### src/rtl/instr_fetch_stage.sv
// instr_fetch_stage: PC, fetch handshake, instruction register and microcode step counter.
// Define IFETCH_PREFETCH_EN to add a one-entry prefetch buffer for zero-bubble back-to-back issue.
module instr_fetch_stage #(
    parameter int WORD_SIZE = 16,
    parameter int STEP_W = 3,
    parameter logic [WORD_SIZE-1:0] RESET_PC = '0
) (
    input  logic                 clk,
    input  logic                 rst_n,
    output logic                 mem_req,
    output logic [WORD_SIZE-1:0] mem_addr,
    input  logic                 mem_valid,
    input  logic [WORD_SIZE-1:0] mem_rdata,
    input  logic                 exec_done,
    input  logic                 branch_en,
    input  logic [WORD_SIZE-1:0] branch_target,
    output logic [WORD_SIZE-1:0] instruction,
    output logic                 ir_valid,
    output logic [STEP_W-1:0]    ustep
);
    typedef enum logic {FETCH, EXEC} state_t;
    state_t state;
    logic [WORD_SIZE-1:0] pc;
`ifdef IFETCH_PREFETCH_EN
    logic [WORD_SIZE-1:0] pbuf;
    logic pbuf_full;
    assign mem_req = (state == FETCH) || !pbuf_full;
`else
    assign mem_req = (state == FETCH);
`endif
    assign mem_addr = pc;
    assign ir_valid = (state == EXEC);
    always_ff @(posedge clk or negedge rst_n) begin
        if (!rst_n) begin
            state <= FETCH;
            pc <= RESET_PC;
            instruction <= '0;
            ustep <= '0;
`ifdef IFETCH_PREFETCH_EN
            pbuf <= '0;
            pbuf_full <= 1'b0;
`endif
        end else if (state == FETCH) begin
            if (mem_valid) begin
                instruction <= mem_rdata;
                pc <= pc + 1'b1;
                ustep <= '0;
                state <= EXEC;
            end
        end else if (exec_done) begin
            ustep <= '0;
            state <= FETCH;
            if (branch_en) pc <= branch_target;
`ifdef IFETCH_PREFETCH_EN
            pbuf_full <= 1'b0;
            if (!branch_en && pbuf_full) begin
                instruction <= pbuf;
                state <= EXEC;
            end else if (!branch_en && mem_valid) begin
                instruction <= mem_rdata;
                pc <= pc + 1'b1;
                state <= EXEC;
            end
`endif
        end else begin
            ustep <= (ustep == '1) ? ustep : ustep + 1'b1;
`ifdef IFETCH_PREFETCH_EN
            if (!pbuf_full && mem_valid) begin
                pbuf <= mem_rdata;
                pbuf_full <= 1'b1;
                pc <= pc + 1'b1;
            end
`endif
        end
    end
endmodule

### config.mk
export PLATFORM = sky130hd
export DESIGN_NAME = instr_fetch_stage
export DESIGN_NICKNAME = d
export VERILOG_FILES = /design/src/rtl/instr_fetch_stage.sv
export SDC_FILE = /design/constraint.sdc
export NUM_CORES = 1
export LEC_CHECK = 0
export ABC_CLOCK_PERIOD_IN_PS = 1620
export CORE_ASPECT_RATIO = 0.75
export CORE_MARGIN = 8
export CORE_UTILIZATION = 35
export CTS_CLUSTER_DIAMETER = 200
export DETAILED_ROUTE_END_ITERATION = 7
export GPL_ROUTABILITY_DRIVEN = 0
export GPL_TIMING_DRIVEN = 0
export PLACE_DENSITY = 0.69
export REMOVE_ABC_BUFFERS = 1
export SETUP_SLACK_MARGIN = 0.4
export SLEW_MARGIN = 20
export SYNTH_ARGS = -nofsm -noshare
export SYNTH_HDL_FRONTEND = slang
export SYNTH_SLANG_ARGS = --single-unit
### constraint.sdc
create_clock -name clk -period 1.62 [get_ports clk]
set_clock_uncertainty 0.2 [all_clocks]
set_input_delay 0.324 -clock clk [delete_from_list [all_inputs] [get_ports clk]]
set_output_delay 0.324 -clock clk [all_outputs]
set_load 0.03 [all_outputs]
Word level (Yosys, flattened, before mapping) --
Cells that the tools add are included.
Storage, ports and cells: output and inout port bits 37, register bits 36, logic and storage cells 26, bits of input ports 37
Cells by class: muxes and demuxes 11, reductions and logical operators 4, $add $sub $neg 2, equality and inequality tests 4, bitwise operators 1
Operator list (number):
- 16-bit 2-to-1 mux | 4
- 16-bit by 1-bit adder with 16-bit output, second input constant | 1
- 3-bit 2-to-1 mux | 4
- 2-bit inequality test, second input constant | 2
- 2-bit AND reduction | 2
- 3-bit by 1-bit adder with 3-bit output, second input constant | 1
- 3-bit == test, second input constant | 1
- 1-bit 2-to-1 mux | 3
- 3-bit inequality test, second input constant | 1
- 3-bit AND reduction | 1
- 2-bit nonzero test | 1
- 1-bit NOT | 1

Logic depth before layout (Yosys ltp) --
Gate-level depths: netlist of the first run.
depth in word-level cells 4, gate-level depth with buffers 6

Worst setup path after synthesis of the first run --
OpenSTA, ideal clock, no wires.
kind reg2reg, start point reg pc[0], in the netlist mem_addr[0], end point reg pc[14], in the netlist mem_addr[14], cell stages (with the launch flop) 6, slack -0.218 ns, arrival time 1.512 ns, path through dfrtp_1 > ha_1 > nand3_1 > nor4_1 > nand3_1 > o311a_1
Between the ends: word-level cells in the longest chain between the ends 3
RTL lines:
- start: declaration | line 23 | logic [WORD_SIZE-1:0] pc;
- start signal: assignment | line 46 | pc <= pc + 1'b1;
- start signal: assignment | line 53 | if (branch_en) pc <= branch_target;
- 16-bit by 1-bit adder with 16-bit output | line 46
- 16-bit 2-to-1 mux | line 44 | if (mem_valid) begin
- 16-bit 2-to-1 mux | line 43 | end else if (state == FETCH) begin
No other way between the ends. The select of a mux whose other input is x is not followed. A chain may end at the register's enable or synchronous reset.

Final worst setup path of the first run --
start point reg pc[10], in the netlist mem_addr[10], end point reg pc[15], in the netlist mem_addr[15]
Same word-level chain as after synthesis.

==> results of run 1 <==
==> through the flow <==
step / instances / hold slack [ns] / setup WS (ns)
after floorplan: 194 / -0.172 / -0.861
after global placement: 342 / 0.257 / -2.02
after detailed placement: 344 / 0.101 / -1.12
after CTS: 398 / -0.208 / -0.0160
after global routing: 425 / -0.206 / -0.114
final: 425 / -0.221 / -0.0613
==> registers in the layout, summed over array words and instances, names as in the netlist <==
signal,flops
ustep,3
instruction,16
ir_valid,1
mem_addr,16
==> cell usage after synthesis (3+ instances only) <==
| cell | n |
|---|---|
| a21oi_1 | 8 |
| a22oi_1 | 5 |
| buf_2 | 9 |
| dfrtp_1 | 36 |
| ha_1 | 3 |
| inv_1 | 4 |
| mux2i_1 | 8 |
| nand2_1 | 60 |
| nand3_1 | 8 |
| nor2_1 | 8 |
| nor2b_1 | 3 |
| nor3_1 | 5 |
| o21ai_0 | 13 |
| or3_1 | 3 |
==> logic make-up after synthesis <==
group                    synth area share
AO/OA/AOI/OAI                       0.134
XOR/XNOR                          0.00472
adder cells (fa/ha/maj)            0.0202
buffers and inverters              0.0324
flip-flops                          0.486
multiplexers                       0.0493
AND/OR/NAND/NOR                     0.274
==> cell type report <==
class	count	area, um^2
Clock buffer	8	90.1
Multi-Input combinational cell	155	1250
Sequential cell	36	920
Fill cell	376	1350
Tap cell	75	93.8
Timing Repair Buffer	147	1520
Inverter	4	17.5
==> final timing paths <==
check	slack (ns)	start	depth (start not counted)	to
min in group clk	0.31	mem_valid	2	ustep[0]
max in group asynchronous	0.96	rst_n	2	mem_addr[12]
worst min register to register	0.31	instruction[1]	2	instruction[1]
worst max register to register	-0.06	mem_addr[10]	5	mem_addr[15]
worst min-delay path	-0.22	rst_n	1	mem_addr[1]
worst max-delay path	-0.06	mem_addr[10]	5	mem_addr[15]
==> cells in the final DEF, fill, tap and decap left out, types with 3 or more instances in the layout <==
cell / netlist / routed
buf_6: 0 / 52
buf_4: 0 / 50
nand2_1: 60 / 35
clkdlybuf4s50_1: 0 / 33
dfrtp_1: 36 / 23
nand2_2: 0 / 15
dfrtp_2: 0 / 12
nand2_4: 0 / 10
mux2i_1: 8 / 7
a21oi_1: 8 / 7
clkbuf_8: 0 / 6
nor2_1: 8 / 5
o21ai_2: 0 / 5
a22oi_2: 0 / 5
o21ai_0: 13 / 4
nand3_1: 8 / 4
o21ai_1: 0 / 4
nor2_4: 0 / 3
inv_1: 4 / 3
nand3_2: 0 / 3
and3_4: 0 / 3
nor3_4: 1 / 3
buf_16: 0 / 3
buf_12: 0 / 3
==> where the power goes <==
part           internal, mW  switching (mW)  total, mW
clock                 0.348           0.340      0.688
combinational          1.74            1.68       3.43
sequential             1.19           0.372       1.57
total                  3.28            2.39       5.68
==> layer usage <==
metal | up-vias | global-route usage | wire [um]
met5 | - | 0 | 0
met4 | 0 | 0.0316 | 42
met3 | 5 | 0.0454 | 465
met2 | 67 | 0.292 | 3580
met1 | 1080 | 0.217 | 3240
li1 | 1006 | - | -
==> repair_timing <==
action,4_1_cts,5_1_grt
endpoints found under the setup margin,73,73
hold endpoints to repair,16,16
gates cloned,3,1
gates resized for setup,346,49
buffers inserted,43,26
pin swaps,32,26
==> metrics.cfg, run 1 <==
[worst_setup_path]
startpoint_type = register
crit_type = reg -> reg
cpMaxStageDelayCell = dfrtp_1
arrival_ns = 1.66
cp-end-kind = register
crit_chain = nand4_1, buf_6, nor4_4, and3_4, nor3_2
cpLargestDelayFamily = simple AND/OR/NAND/NOR gates
critPathRequiredTime_ns = 1.60
cp_slowest_stage_delay_ns = 0.41
critical_path_buf_inv_count = 1
critical_path.max_fanout = 4

[drt]
drt-total-wl_um = 7330
postRouteAntennaNets = 0
drc_errors = 0
wl_per_cell_um = 17.2
first_pass_iters = 4
vias = 2158
via_per_inst = 5.08
drtIter0Drc = 113

[synthesis]
synth_area_leaders = dfrtp_1, nand2_1, mux2i_1
yosys.area.top_type_share = 0.486
synthArstFlopShare = 1.00
synth_area_mm2 = 0.00185
synth_seq_cells = 36
yosysUniqueCellTypes = 36
syn-instance-count = 203
synth_edf_count = 0
syn_avg_cell_area_um2 = 9.13
yosysSeqAreaShare = 0.486
synth_area_leader_cell = dfrtp_1
synth_ff_type = dfrtp_1
yosysWarnings = 0

[outcome]
violations = hold timing, setup timing
status = complete, but fails checks

[global_route]
grt_pass1_wl_um = 10800
antenna_found_initial = 0
grt-ovfl-total = 0
grt_pass1_vias = 2158
grt_max_degree = 21
grt_util_all_layers = 0.172

[timing]
whs_ns = -0.221
max_freq_mhz = 595
fin_ws_ns = -0.0613
tns_ns = -0.164
finalMaxSlewViolations = 0
max_slew_margin = 0.685
fin_crit_ns = 1.68
worst_pin_slew_ns = 0.472
hold_viol_final = 16
rsz0062_at_grt = true
fin_crit_sh = 1.04
setup_violations = 6

[placement]
port_buffers = 73
place_area_mm2 = 0.00267
hpwl_um = 3940

[die]
die_h_um = 79.0
core-area_mm2 = 0.00524
io_pins = 74
initial_core_util = 0.354
num_rows = 23
dieArea_mm2 = 0.00791
die_w_um = 100

[cells_and_area]
drive_gt1_frac = 0.577
final_core_util = 0.742
area_growth_syn_to_layout_pct = 110
design_area_mm2 = 0.00389
diodes = 0
fin_nets = 389

[clock_network]
clk_latency_ns = 0.29
ctsHtreeMaxLevel = 2
numCtsBuffers = 5
clk_pin_slew_worst_paths_ns = 0.07
cts_sinks = 36
cts_buffer_depth = 2
root_buffer = clkbuf_8
cts_tree = built

[hold_path]
hold_path.class = in -> async

[run]
maxCapViolations = 0

[power]
p_per_area_mw_per_mm2 = 1460
p_leak_nw = 1.79
ir_drop_mv = 1.04
finalPower_mw = 5.68

Power figures use the tool's default switching activity.
==> inputs of run 2 (changes only) <==
Settings changed: CORE_UTILIZATION 35 to 39, PLACE_DENSITY 0.69 to 0.76.
==> metrics.cfg, run 2 (same netlist as run 1, synthesis figures left out) <==
[timing]
fin_crit_sh = 1.01
rsz0062_at_grt = true
max_freq_mhz = 610
fin_crit_ns = 1.64
hold_viol_final = 0
setup_violations = 1
whs_ns = 0.238
fin_ws_ns = -0.0199
worst_pin_slew_ns = 0.336
max_slew_margin = 0.776
finalMaxSlewViolations = 0

[power]
p_per_area_mw_per_mm2 = 1480
p_leak_nw = 1.60
ir_drop_mv = 1.09

[worst_setup_path]
arrival_ns = 1.61
crit_type = reg -> reg
r2r-start = ir_valid
crit_chain = nor2b_4, buf_12, buf_4, or3_1, o21ai_1, a21oi_1
cp_slowest_stage_delay_ns = 0.50
startpoint = ir_valid
startpoint_type = register
critPathRequiredTime_ns = 1.59
cpMaxStageDelayCell = dfrtp_4
cp-end-kind = register
critical_path.max_fanout = 7

[cells_and_area]
fin_nets = 370
final_cell_mix = nand2_1, buf_6, buf_4
diodes = 0
final_core_util = 0.773
area_growth_syn_to_layout_pct = 88.5
n_fill_cell = 292
drive_gt1_frac = 0.462
final_common_cell = nand2_1

[global_route]
grtUsageMet3 = 0.0620
met1_usage = 0.222
grt_max_degree = 27
grt_util_all_layers = 0.176
grt_busiest_layer = met2
grt_pass1_wl_um = 9750
grt-ovfl-total = 0
antenna_found_initial = 0
grtUsageMet2 = 0.280
grt_pass1_vias = 1996

[drt]
wl_per_cell_um = 16.7
drt-total-wl_um = 6480
via_per_inst = 5.19
first_pass_iters = 4
postRouteAntennaNets = 0
drtIter0Drc = 114
drc_errors = 0
vias = 2013

[outcome]
status = complete, but fails checks
violations = setup timing

[clock_network]
cts_buffer_depth = 2
clk_latency_ns = 0.28
cts_sinks = 36
root_buffer = clkbuf_8
ctsHtreeMaxLevel = 2
clk_pin_slew_worst_paths_ns = 0.07
cts_tree = built
numCtsBuffers = 5

[placement]
pre_cts_ws_ns = -1.02
port_buffers = 73
hpwl_um = 3850

[die]
dieArea_mm2 = 0.00724
io_pins = 74
die_h_um = 75.7
num_rows = 21
die_w_um = 95.6
initial_core_util = 0.410
core-area_mm2 = 0.00452

[hold_path]
hold_path.class = in -> async

[run]
maxCapViolations = 0

## run 2: per-layer routing
metal	share of wire	wire length (um)	vias up
li1	-	-	965
met1	0.43	2800	978
met2	0.49	3180	66
met3	0.070	454	4
met4	0.0066	43	0
met5	0	0	-
## run 2: critical path, delay by kind of cell (launching register included)
kind	cells	cell delay (ns)
AOI/OAI and AO/OA	2	0.13
and+or+nand+nor	2	0.43
buffers and inverters	2	0.27
DFF	1	0.50
## run 2: repair_timing
action | 4_1_cts | 5_1_grt
endpoints found under the hold margin | 36 | 0
setup endpoints to repair | 73 | 73
cloned | 2 | 1
gates resized for setup | 331 | 18
hold buffers | 1 | 0
setup buffers | 35 | 15
pin swaps | 17 | 8
## run 2: worst paths after layout
path                                  end  slack (ns)  cells after the start
max                          mem_addr[10]       -0.02                      6
min                           mem_addr[2]        0.24                      2
max reg2reg                  mem_addr[10]       -0.02                      6
min reg2reg                instruction[5]        0.30                      2
max in group asynchronous        ir_valid        0.54                      3
min in group clk           instruction[5]        0.30                      2
## run 2: cell type report
| class | count | area, um^2 | share of cell area |
|---|---|---|---|
| clock buffers | 6 | 82.6 | 0.0236 |
| clock inverters | 2 | 10.0 | 0.00286 |
| inverters | 4 | 17.5 | 0.00501 |
| multi-input cells | 155 | 1090 | 0.311 |
| flip-flops and latches | 36 | 921 | 0.264 |
| well taps | 57 | 71.3 | 0.0204 |
| repair buffers | 128 | 1310 | 0.374 |
## run 2: where the power goes
part	switching (mW)	internal, mW
clock	0.315	0.339
combinational	1.48	1.47
sequential	0.369	1.20
total	2.17	3.00
## run 2: per-stage QoR
step	area (um^2)	instances	setup TNS, ns	total power, mW
2_1_floorplan	1810	194	-18.62	2.64
6_report	3490	388	-0.0199	5.17
5_1_grt	3490	388	-0.176	5.45
4_1_cts	3330	372	0	4.89
3_5_place_dp	2640	326	-25.97	3.53
3_3_place_gp	2610	324	-81.35	3.47
